--- src/rtl/accumulate_32.sv ---
// Multi-operand unsigned accumulator: sums a burst of len operands taken over a
// valid/ready stream and presents the total plus a sticky carry-out until consumed.
module accumulate_32 #(
  parameter int WIDTH   = 32,
  parameter int COUNT_W = 8
) (
  input  logic               clk,
  input  logic               rst,
  input  logic               start,
  input  logic [COUNT_W-1:0] len,
  input  logic               in_valid,
  output logic               in_ready,
  input  logic [WIDTH-1:0]   in_data,
  output logic               out_valid,
  input  logic               out_ready,
  output logic [WIDTH-1:0]   out_sum,
  output logic               out_carry,
  output logic               busy
);

  typedef enum logic [1:0] {
    IDLE  = 2'd0,
    ACCUM = 2'd1,
    DONE  = 2'd2
  } state_t;

  state_t             state_q, state_d;
  logic [WIDTH-1:0]   acc_q, acc_d;
  logic               carry_q, carry_d;
  logic [COUNT_W-1:0] remaining_q, remaining_d;
  logic [WIDTH:0]     sum_ext;

  // One extra bit so the carry out of the top bit is captured alongside the sum.
  assign sum_ext = {1'b0, acc_q} + {1'b0, in_data};

  // Handshake flags depend on state only; the result is masked outside DONE so
  // an aborted or in-progress burst never shows a partial total.
  assign in_ready  = (state_q == ACCUM);
  assign out_valid = (state_q == DONE);
  assign busy      = (state_q != IDLE);
  assign out_sum   = out_valid ? acc_q : '0;
  assign out_carry = out_valid & carry_q;

  always_comb begin
    state_d     = state_q;
    acc_d       = acc_q;
    carry_d     = carry_q;
    remaining_d = remaining_q;
    case (state_q)
      IDLE: begin
        if (start) begin
          acc_d   = '0;
          carry_d = 1'b0;
          if (len != '0) begin
            remaining_d = len;
            state_d     = ACCUM;
          end else begin
            state_d = DONE;
          end
        end
      end
      ACCUM: begin
        if (in_valid) begin
          acc_d       = sum_ext[WIDTH-1:0];
          carry_d     = carry_q | sum_ext[WIDTH];
          remaining_d = remaining_q - 1'b1;
          if (remaining_q == COUNT_W'(1)) begin
            state_d = DONE;
          end
        end
      end
      DONE: begin
        if (out_ready) begin
          state_d = IDLE;
        end
      end
      default: state_d = IDLE;
    endcase
  end

  always_ff @(posedge clk) begin
    if (rst) begin
      state_q     <= IDLE;
      acc_q       <= '0;
      carry_q     <= 1'b0;
      remaining_q <= '0;
    end else begin
      state_q     <= state_d;
      acc_q       <= acc_d;
      carry_q     <= carry_d;
      remaining_q <= remaining_d;
    end
  end

endmodule

--- config.mk ---
export PLATFORM = sky130hd
export DESIGN_NAME = accumulate_32
export DESIGN_NICKNAME = d
export VERILOG_FILES = /design/src/rtl/accumulate_32.sv
export SDC_FILE = /design/constraint.sdc
export NUM_CORES = 1
export LEC_CHECK = 0
export ABC_CLOCK_PERIOD_IN_PS = 6000
export BUFFER_PORTS_ARGS = -buffer_cell sky130_fd_sc_hd__buf_2
export CORE_ASPECT_RATIO = 1.2
export CORE_UTILIZATION = 55
export CTS_BUF_LIST = sky130_fd_sc_hd__clkbuf_4
export CTS_CLUSTER_SIZE = 8
export DETAILED_ROUTE_END_ITERATION = 7
export HOLD_SLACK_MARGIN = 0.1
export PLACE_DENSITY = 0.81
export RECOVER_POWER = 25
export SYNTH_ARGS = -nofsm -noshare
export SYNTH_HDL_FRONTEND = slang
export SYNTH_SLANG_ARGS = --single-unit
--- constraint.sdc ---
create_clock -name clk -period 6 [get_ports clk]
set_input_delay 1.8 -clock clk [delete_from_list [all_inputs] [get_ports clk]]
set_output_delay 1.8 -clock clk [all_outputs]
set_load 0.05 [all_outputs]
### Word-level counts from Yosys, hierarchy flattened

Index checks and enable logic that the tools add are counted.
W data, S select, Z words.

| storage, ports and cells | value |
|---|---|
| register bits | 43 |
| input port bits | 45 |
| output and inout bits | 36 |

| operators by class | value |
|---|---|
| $add $sub $neg | 2 |
| equal/unequal tests | 8 |
| multiplexer cells | 17 |
| bitwise operators | 2 |
| reduce and logical (&&, ||, !) cells | 7 |

Operators by type and width:

| operator | count |
|---|---|
| $mux W32 | 3 |
| $pmux W32 S2 | 1 |
| $add A32 B32 Y33 | 1 |
| $mux W8 | 3 |
| $pmux W8 S2 | 1 |
| $mux W2 | 5 |
| $eq A8 B1 Y1 const B | 1 |
| $reduce_and A4 Y1 | 2 |
| $reduce_bool A8 Y1 | 1 |
| $sub A8 B1 Y8 const B | 1 |
| $ne A2 B2 Y1 const B | 3 |
| $pmux W2 S3 | 1 |
| $ne A2 B1 Y1 const B | 2 |
| $reduce_bool A2 Y1 | 2 |
| $reduce_and A3 Y1 | 1 |
| $eq A2 B1 Y1 const B | 1 |
| $eq A2 B2 Y1 const B | 1 |
| $logic_not A2 Y1 | 1 |
| $mux W1 | 2 |
| $pmux W1 S2 | 1 |
| $and A1 B1 Y1 | 1 |
| $or A1 B1 Y1 | 1 |

### Logic depth before layout (Yosys ltp)

Gate-level depths: netlist of the first run.

| logic depth | value |
|---|---|
| depth in word-level cells | 4 |
| depth in mapped cells | 11 |
| depth with buffers taken out | 11 |

### Worst setup path after synthesis of the first run

No wires, ideal clock.

| timing path | value |
|---|---|
| path type | input-to-reg |
| from | in in_data[0] |
| to | reg acc_q[28] |
| arrival | 4.174 ns |
| data required time | 5.876 ns |
| slack | 1.701 ns |
| stages on the path | 11 |
| path buffers | 0 |
| cells stage by stage | ha_1 > inv_1 > fa_1 > nor2b_4 > o2111a_1 > o31a_1 > a311o_1 > o311a_1 > or3_4 > xnor2_2 > o21ai_1 |

| on the way | value |
|---|---|
| cells in the longest elaborated chain, start to end | 3 |

RTL lines:

| element | line | text |
|---|---|---|
| start: declaration | 13 | `input logic [WIDTH-1:0] in_data,` |
| $add A32 B32 Y33 | 34 | `assign sum_ext = {1'b0, acc_q} + {1'b0, in_data};` |
| $mux W32 | 63 | `if (in_valid) begin` |
| $pmux W32 S2 | 49 | `case (state_q)` |
| end signal: assignment | 84 | `acc_q <= '0;` |
| end signal: assignment | 89 | `acc_q <= acc_d;` |
| end: declaration | 28 | `logic [WIDTH-1:0] acc_q, acc_d;` |

No other way between the ends. The select of a mux whose other input is x is not followed.
A chain may end at the register's enable or synchronous reset.

### Worst setup path in the final report of the first run

| timing path | value |
|---|---|
| from | in in_data[0] |
| to | reg carry_q |

| on the way | value |
|---|---|
| cells in the longest elaborated chain, start to end | 4 |

RTL lines:

| element | line | text |
|---|---|---|
| $add A32 B32 Y33 | 34 |  |
| $or A1 B1 Y1 | 65 | `carry_d = carry_q \| sum_ext[WIDTH];` |
| $mux W1 | 63 |  |
| $pmux W1 S2 | 49 |  |
| end signal: assignment | 90 | `carry_q <= carry_d;` |
| end: declaration | 29 | `logic carry_q, carry_d;` |

No other way between the ends. The select of a mux whose other input is x is not followed.

==> results_dict.tcl, run 1 <==
set metrics [dict create \
    status "complete, but fails checks" \
    violations "max-capacitance violations, max-slew violations" \
    cts_resized 0 \
    design.die.area_sq_um 6820 \
    crit_path_end_kind "flop" \
    io_pins 81 \
    antennaDiodeCount 0 \
    max-cap-violations 1 \
    crit_family "compound AO/OA/AOI/OAI gates" \
    dp_slack_ns 1.40 \
    worst-endpoint-required_ns 6.24 \
    wl_per_cell_um 13.9 \
    path_max_fanout 6 \
    stdcell_area_sq_um 4040 \
    core_area_sq_um 6170 \
    initial_core_util_pct 57.9 \
    drtAntennaViolNets 0 \
    synth_top_area_share_pct 24.1 \
    route.detailed.drc 0 \
    finalNonFillerCells 618 \
    hpwl_um 6440 \
    crit_buf_inv 2 \
    rows 31 \
    fin_crit_ns 4.20 \
    max-vdd-ir-drop_uv 103 \
    final_cell_mix "buf_2, nand2_1, dfxtp_1" \
    finalSetupTns_ns 0 \
    clockBufferDepth 2 \
    ys.flop_type "dfxtp_1" \
    grt_pass1_wl_um 14300 \
    grt_max_degree 36 \
    ys_ff_latch 43 \
    grt_overflow 0 \
    htree_levels 2 \
    rsz0062_at_grt "no" \
    clock_skew_ns 0.0115 \
    hold_viol_final 0 \
    syn_area_sq_um 3570 \
    antenna_found_initial 0 \
    use_met3_pct 3.46 \
    crit_slowest_cell "a311o_1" \
    dr.pass1.iters 4 \
    path_clk_slew_ns 0.14 \
    cts_hold_buf 0 \
    area_growth_pct 13.1 \
    slew_headroom_pct -9.57 \
    dp_cells 610 \
    final_util_pct 65.6 \
    leakagePower_nw 1.97 \
    avgSynthCellArea_sq_um 7.60 \
    cts_inserted_buffers 5 \
    via_per_inst 5.83 \
    fp.dieH_um 90.3 \
    drtIter0Drc 187 \
    busiest_layer "met2" \
    synth_edf_count 0 \
    setup_viol 0 \
    synthTopCellsByArea "dfxtp_1, ha_1, and2_1" \
    die_w_um 75.6 \
    syn_inst 470 \
    cts_tree "done" \
    cts_setup_buffers 0 \
    tightestPinTransition_ns 1.64 \
    worstSkewPairLatency_ns 0.37 \
    grt_pass1_vias 3296 \
    cts_sinks 43 \
    seq_area_frac_synth_pct 24.1 \
    placed_area_sq_um 4000 \
    grt_usage_pct 26.3 \
    async_flop_share_pct 0 \
    yosysWarnings 0 \
    gp_congestion 0.892 \
    worstSetupPathType "in2reg" \
    fin_crit_sh_pct 70.0 \
    drive_gt1_share_pct 17.4 \
    max_freq_mhz 238 \
    fin_ws_ns 1.80 \
    wl_um 8570 \
    clockRootBuffer "clkbuf_4" \
    port_buffers 80 \
    crit_chain "buf_2 -> ha_1 -> inv_1 -> fa_1 -> nor2b_1 -> o2111a_1 -> o31a_1 -> a311o_1 -> o311a_1 -> or3_4 -> nand4_1 -> a311oi_1" \
    vias 3602 \
    synth.lib_cells_used.distinct 57 \
    critPathArrivalTime_ns 4.44 \
    grt_use_met1_pct 32.3 \
    met2_usage_pct 46.1 \
    syn_nets 550 \
    yosysTopAreaCell "dfxtp_1" \
    power.density_nw_per_um2 178 \
    critPathLaunchType "input pin" \
    nets 615 \
    layout_commonest_cell "buf_2" \
    slew_viol_final 22 \
    max_stage_delay_ns 0.48 \
    hold_path.class "reg2reg" \
]
==> synth_stat cells (2+ instances only) <==
master	n
a31oi_1	3
o22ai_1	5
a41oi_1	2
o31ai_1	5
nand3_1	5
and3_1	6
ha_1	34
o21bai_1	4
inv_1	13
nor3b_1	4
nor2_1	41
o21a_1	4
and4_1	2
xnor2_1	10
a22o_1	2
nand2b_1	7
and2_1	35
nor4_1	2
nor3_1	8
o21ai_0	35
or4_1	2
a22oi_1	13
mux2i_1	3
a211oi_1	7
or2_2	3
dfxtp_1	43
a21oi_1	36
nand4_1	7
nand2_1	47
a21o_1	14
nor2b_1	7
xor2_1	12
o211ai_1	4
clkbuf_1	22
==> registers in the layout (all words and copies together), names as in the netlist <==
register / count
state_q: 2
remaining_q: 8
carry_q: 1
acc_q: 32
==> metrics by stage <==
stage / hold WS (ns) / total power [mW]
6_report: 0.481 / 0.719
3_5_place_dp: 0.465 / 0.569
2_1_floorplan: 0.437 / 0.510
3_3_place_gp: 0.459 / 0.563
4_1_cts: 0.486 / 0.722
5_1_grt: 0.517 / 0.767
==> worst paths after layout <==
| kind | startpoint | endpoint | slack (ns) | cells after the start |
|---|---|---|---|---|
| max | in_data[0] | carry_q$_SDFFE_PP0P_ | 1.80 | 12 |
| min reg2reg | acc_q[27]$_SDFFE_PP0P_ | acc_q[27]$_SDFFE_PP0P_ | 0.48 | 2 |
| min | acc_q[27]$_SDFFE_PP0P_ | acc_q[27]$_SDFFE_PP0P_ | 0.48 | 2 |
| max reg2reg | state_q[0]$_SDFFE_PP0P_ | acc_q[29]$_SDFFE_PP0P_ | 2.88 | 5 |
==> power breakdown <==
| part | total, mW | internal (mW) | leakage, nW | switching [mW] |
|---|---|---|---|---|
| combinational | 0.243 | 0.0936 | 1.59 | 0.150 |
| clock | 0.155 | 0.0500 | 0.0317 | 0.105 |
| sequential | 0.320 | 0.304 | 0.350 | 0.0162 |
==> routing by layer <==
metal  vias to the layer above  share of wire (%)  wire length (um)
met3                        11                4.4               381
met4                         0                1.1                96
li1                       1825                  -                 -
met5                         -                  0                 0
met2                        96                 50              4250
met1                      1670                 45              3840
==> area by class of cell <==
type	count	area, sq um
Multi-Input combinational cell	392	2580
Clock inverter	2	12.5
Inverter	13	48.8
Timing Repair Buffer	80	397
Tap cell	82	103
Fill cell	553	2120
Clock buffer	6	45.0
Sequential cell	43	861
==> kinds of logic (layout without fill, tap and decap cells) <==
kind of cell | after synthesis | after routing | share of synthesized area [%]
buffers and inverters | 35 | 101 | 3.68
adders and majority gates | 35 | 35 | 12.5
AOI/OAI and AO/OA | 150 | 150 | 27.2
muxes | 3 | 3 | 0.840
and+or+nand+nor | 181 | 181 | 25.9
DFF | 43 | 43 | 24.1
xor gates and xnor gates | 23 | 23 | 5.85
==> worst reg2reg max path: stages (launching register included) <==
cell	delay, ns
dfxtp_1	0.45
mux2i_1	0.21
or2_0	0.65
nor2b_1	1.34
a22oi_1	0.25
o211ai_1	0.14
(Power assumes the default switching activity.)
==> run 2, diff against run 1 <==
Settings changed: ABC_CLOCK_PERIOD_IN_PS 6000 to 3700, CORE_UTILIZATION 55 to 51, PLACE_DENSITY 0.81 to 0.79.
Clock period 6 ns to 3.7 ns, I/O delays scaled along.
==> run 2 against run 1 <==
Effect of this change: the flow now finishes without violations; sequential power grew 62%; clock-buffer cell count decreased by 1; total power increased by 66%; critical path type unchanged; highest routed layer unchanged.
==> results_dict.tcl, run 2 (synthesized netlist as in run 1, its figures left out) <==
set metrics [dict create \
    final_cell_mix "buf_2, nand2_1, dfxtp_1" \
    drive_gt1_share_pct 19.7 \
    layout_commonest_cell "buf_2" \
    cts_resized 0 \
    rows 33 \
    dr.pass1.iters 4 \
    drtAntennaViolNets 0 \
    setup_viol 0 \
    final_util_pct 61.4 \
    antenna_found_initial 0 \
    wl_um 9210 \
    cts_inserted_buffers 5 \
    core_area_sq_um 6810 \
    port_buffers 80 \
    power_mw 1.19 \
    dp_slack_ns -0.0791 \
    largest-register "acc_q" \
    wl_per_cell_um 14.4 \
    cts_sinks 43 \
    io_pins 81 \
    clockBufferDepth 2 \
    tightestPinTransition_ns 1.09 \
    clock_skew_ns 0.0185 \
    grt_usage_pct 26.4 \
    leakagePower_nw 2.05 \
    power.density_nw_per_um2 285 \
    status "finished clean" \
    design.die.area_sq_um 7350 \
    path_max_fanout 3 \
    hold_path.class "reg2reg" \
    crit_path_end_kind "flop" \
    die_w_um 78.4 \
    cts_setup_buffers 0 \
    worstSkewPairLatency_ns 0.38 \
    rsz0062_at_grt "no" \
    fp.dieH_um 93.7 \
    finalNonFillerCells 641 \
    grt_pass1_vias 3619 \
    dp_cells 633 \
    max-cap-violations 0 \
    vias 3704 \
    max-vdd-ir-drop_uv 161 \
    path_clk_slew_ns 0.16 \
    grt_overflow 0 \
    cts_hold_buf 0 \
    grt_max_degree 26 \
    worstSetupPathType "in2reg" \
    cts_tree "done" \
    slew_headroom_pct 27.4 \
    nets 633 \
    reg_top3 "acc_q x32, remaining_q x8, state_q x2" \
    via_per_inst 5.78 \
    fin_crit_sh_pct 91.1 \
    max_freq_mhz 297 \
    fin_ws_ns 0.331 \
    hpwl_um 7080 \
    htree_levels 2 \
    antennaDiodeCount 0 \
    route.detailed.drc 0 \
    slew_viol_final 0 \
    initial_core_util_pct 52.5 \
    drtIter0Drc 115 \
    critPathArrivalTime_ns 3.69 \
    fin_crit_ns 3.37 \
    largest_reg_flops 32 \
    worst-endpoint-required_ns 4.02 \
    r2r_setup_slack_ns 0.82 \
    area_growth_pct 17.1 \
    hold_viol_final 0 \
    critPathLaunchType "input pin" \
    gp_congestion 0.896 \
    clockRootBuffer "clkbuf_4" \
    grt_pass1_wl_um 15700 \
]
==> run 2: where the power goes <==
part | switching (mW) | internal (mW)
registers | 0.0260 | 0.493
logic | 0.251 | 0.166
clock network | 0.180 | 0.0764
total | 0.457 | 0.735
==> run 2: worst max-delay path: stages <==
cell      delay, ns
buf_2          0.10
ha_1           0.20
inv_1          0.07
fa_1           0.23
nor2b_4        0.06
o2111a_1       0.24
o31a_1         0.29
a311o_1        0.39
o311a_1        0.36
or3_4          0.39
xnor2_2        0.14
o21ai_1        0.12
==> run 2: worst paths after layout <==
kind / start / end / cells past startpoint
max reg2reg: acc_q[0]$_SDFFE_PP0P_ / acc_q[28]$_SDFFE_PP0P_ / 11
min reg2reg: acc_q[27]$_SDFFE_PP0P_ / acc_q[27]$_SDFFE_PP0P_ / 2
max: in_data[0] / acc_q[28]$_SDFFE_PP0P_ / 12
min: acc_q[27]$_SDFFE_PP0P_ / acc_q[27]$_SDFFE_PP0P_ / 2
==> run 2: final cells by class <==
cell class,instances,area [sq um]
clock buffer,5,37.5
clock inverter,3,25.0
fill,660,2630
inverter,13,48.8
multi-input combinational,392,2580
sequential,43,861
tap,87,109
timing repair buffer,98,520
==> run 2: through the flow <==
| stage | setup TNS (ns) | hold WS (ns) | cell area [sq um] |
|---|---|---|---|
| after floorplan | 0 | 0.437 | 3570 |
| after global placement | -0.00261 | 0.460 | 4140 |
| after detailed placement | -0.138 | 0.468 | 4140 |
| after CTS | 0 | 0.492 | 4200 |
| after global routing | 0 | 0.526 | 4190 |
| final | 0 | 0.489 | 4190 |
==> run 2: routing by layer <==
layer	track usage, %	share of wire, %
met4	7.10	1.6
met1	29.9	42
met5	0	0
met3	4.37	5.5
met2	50.1	51
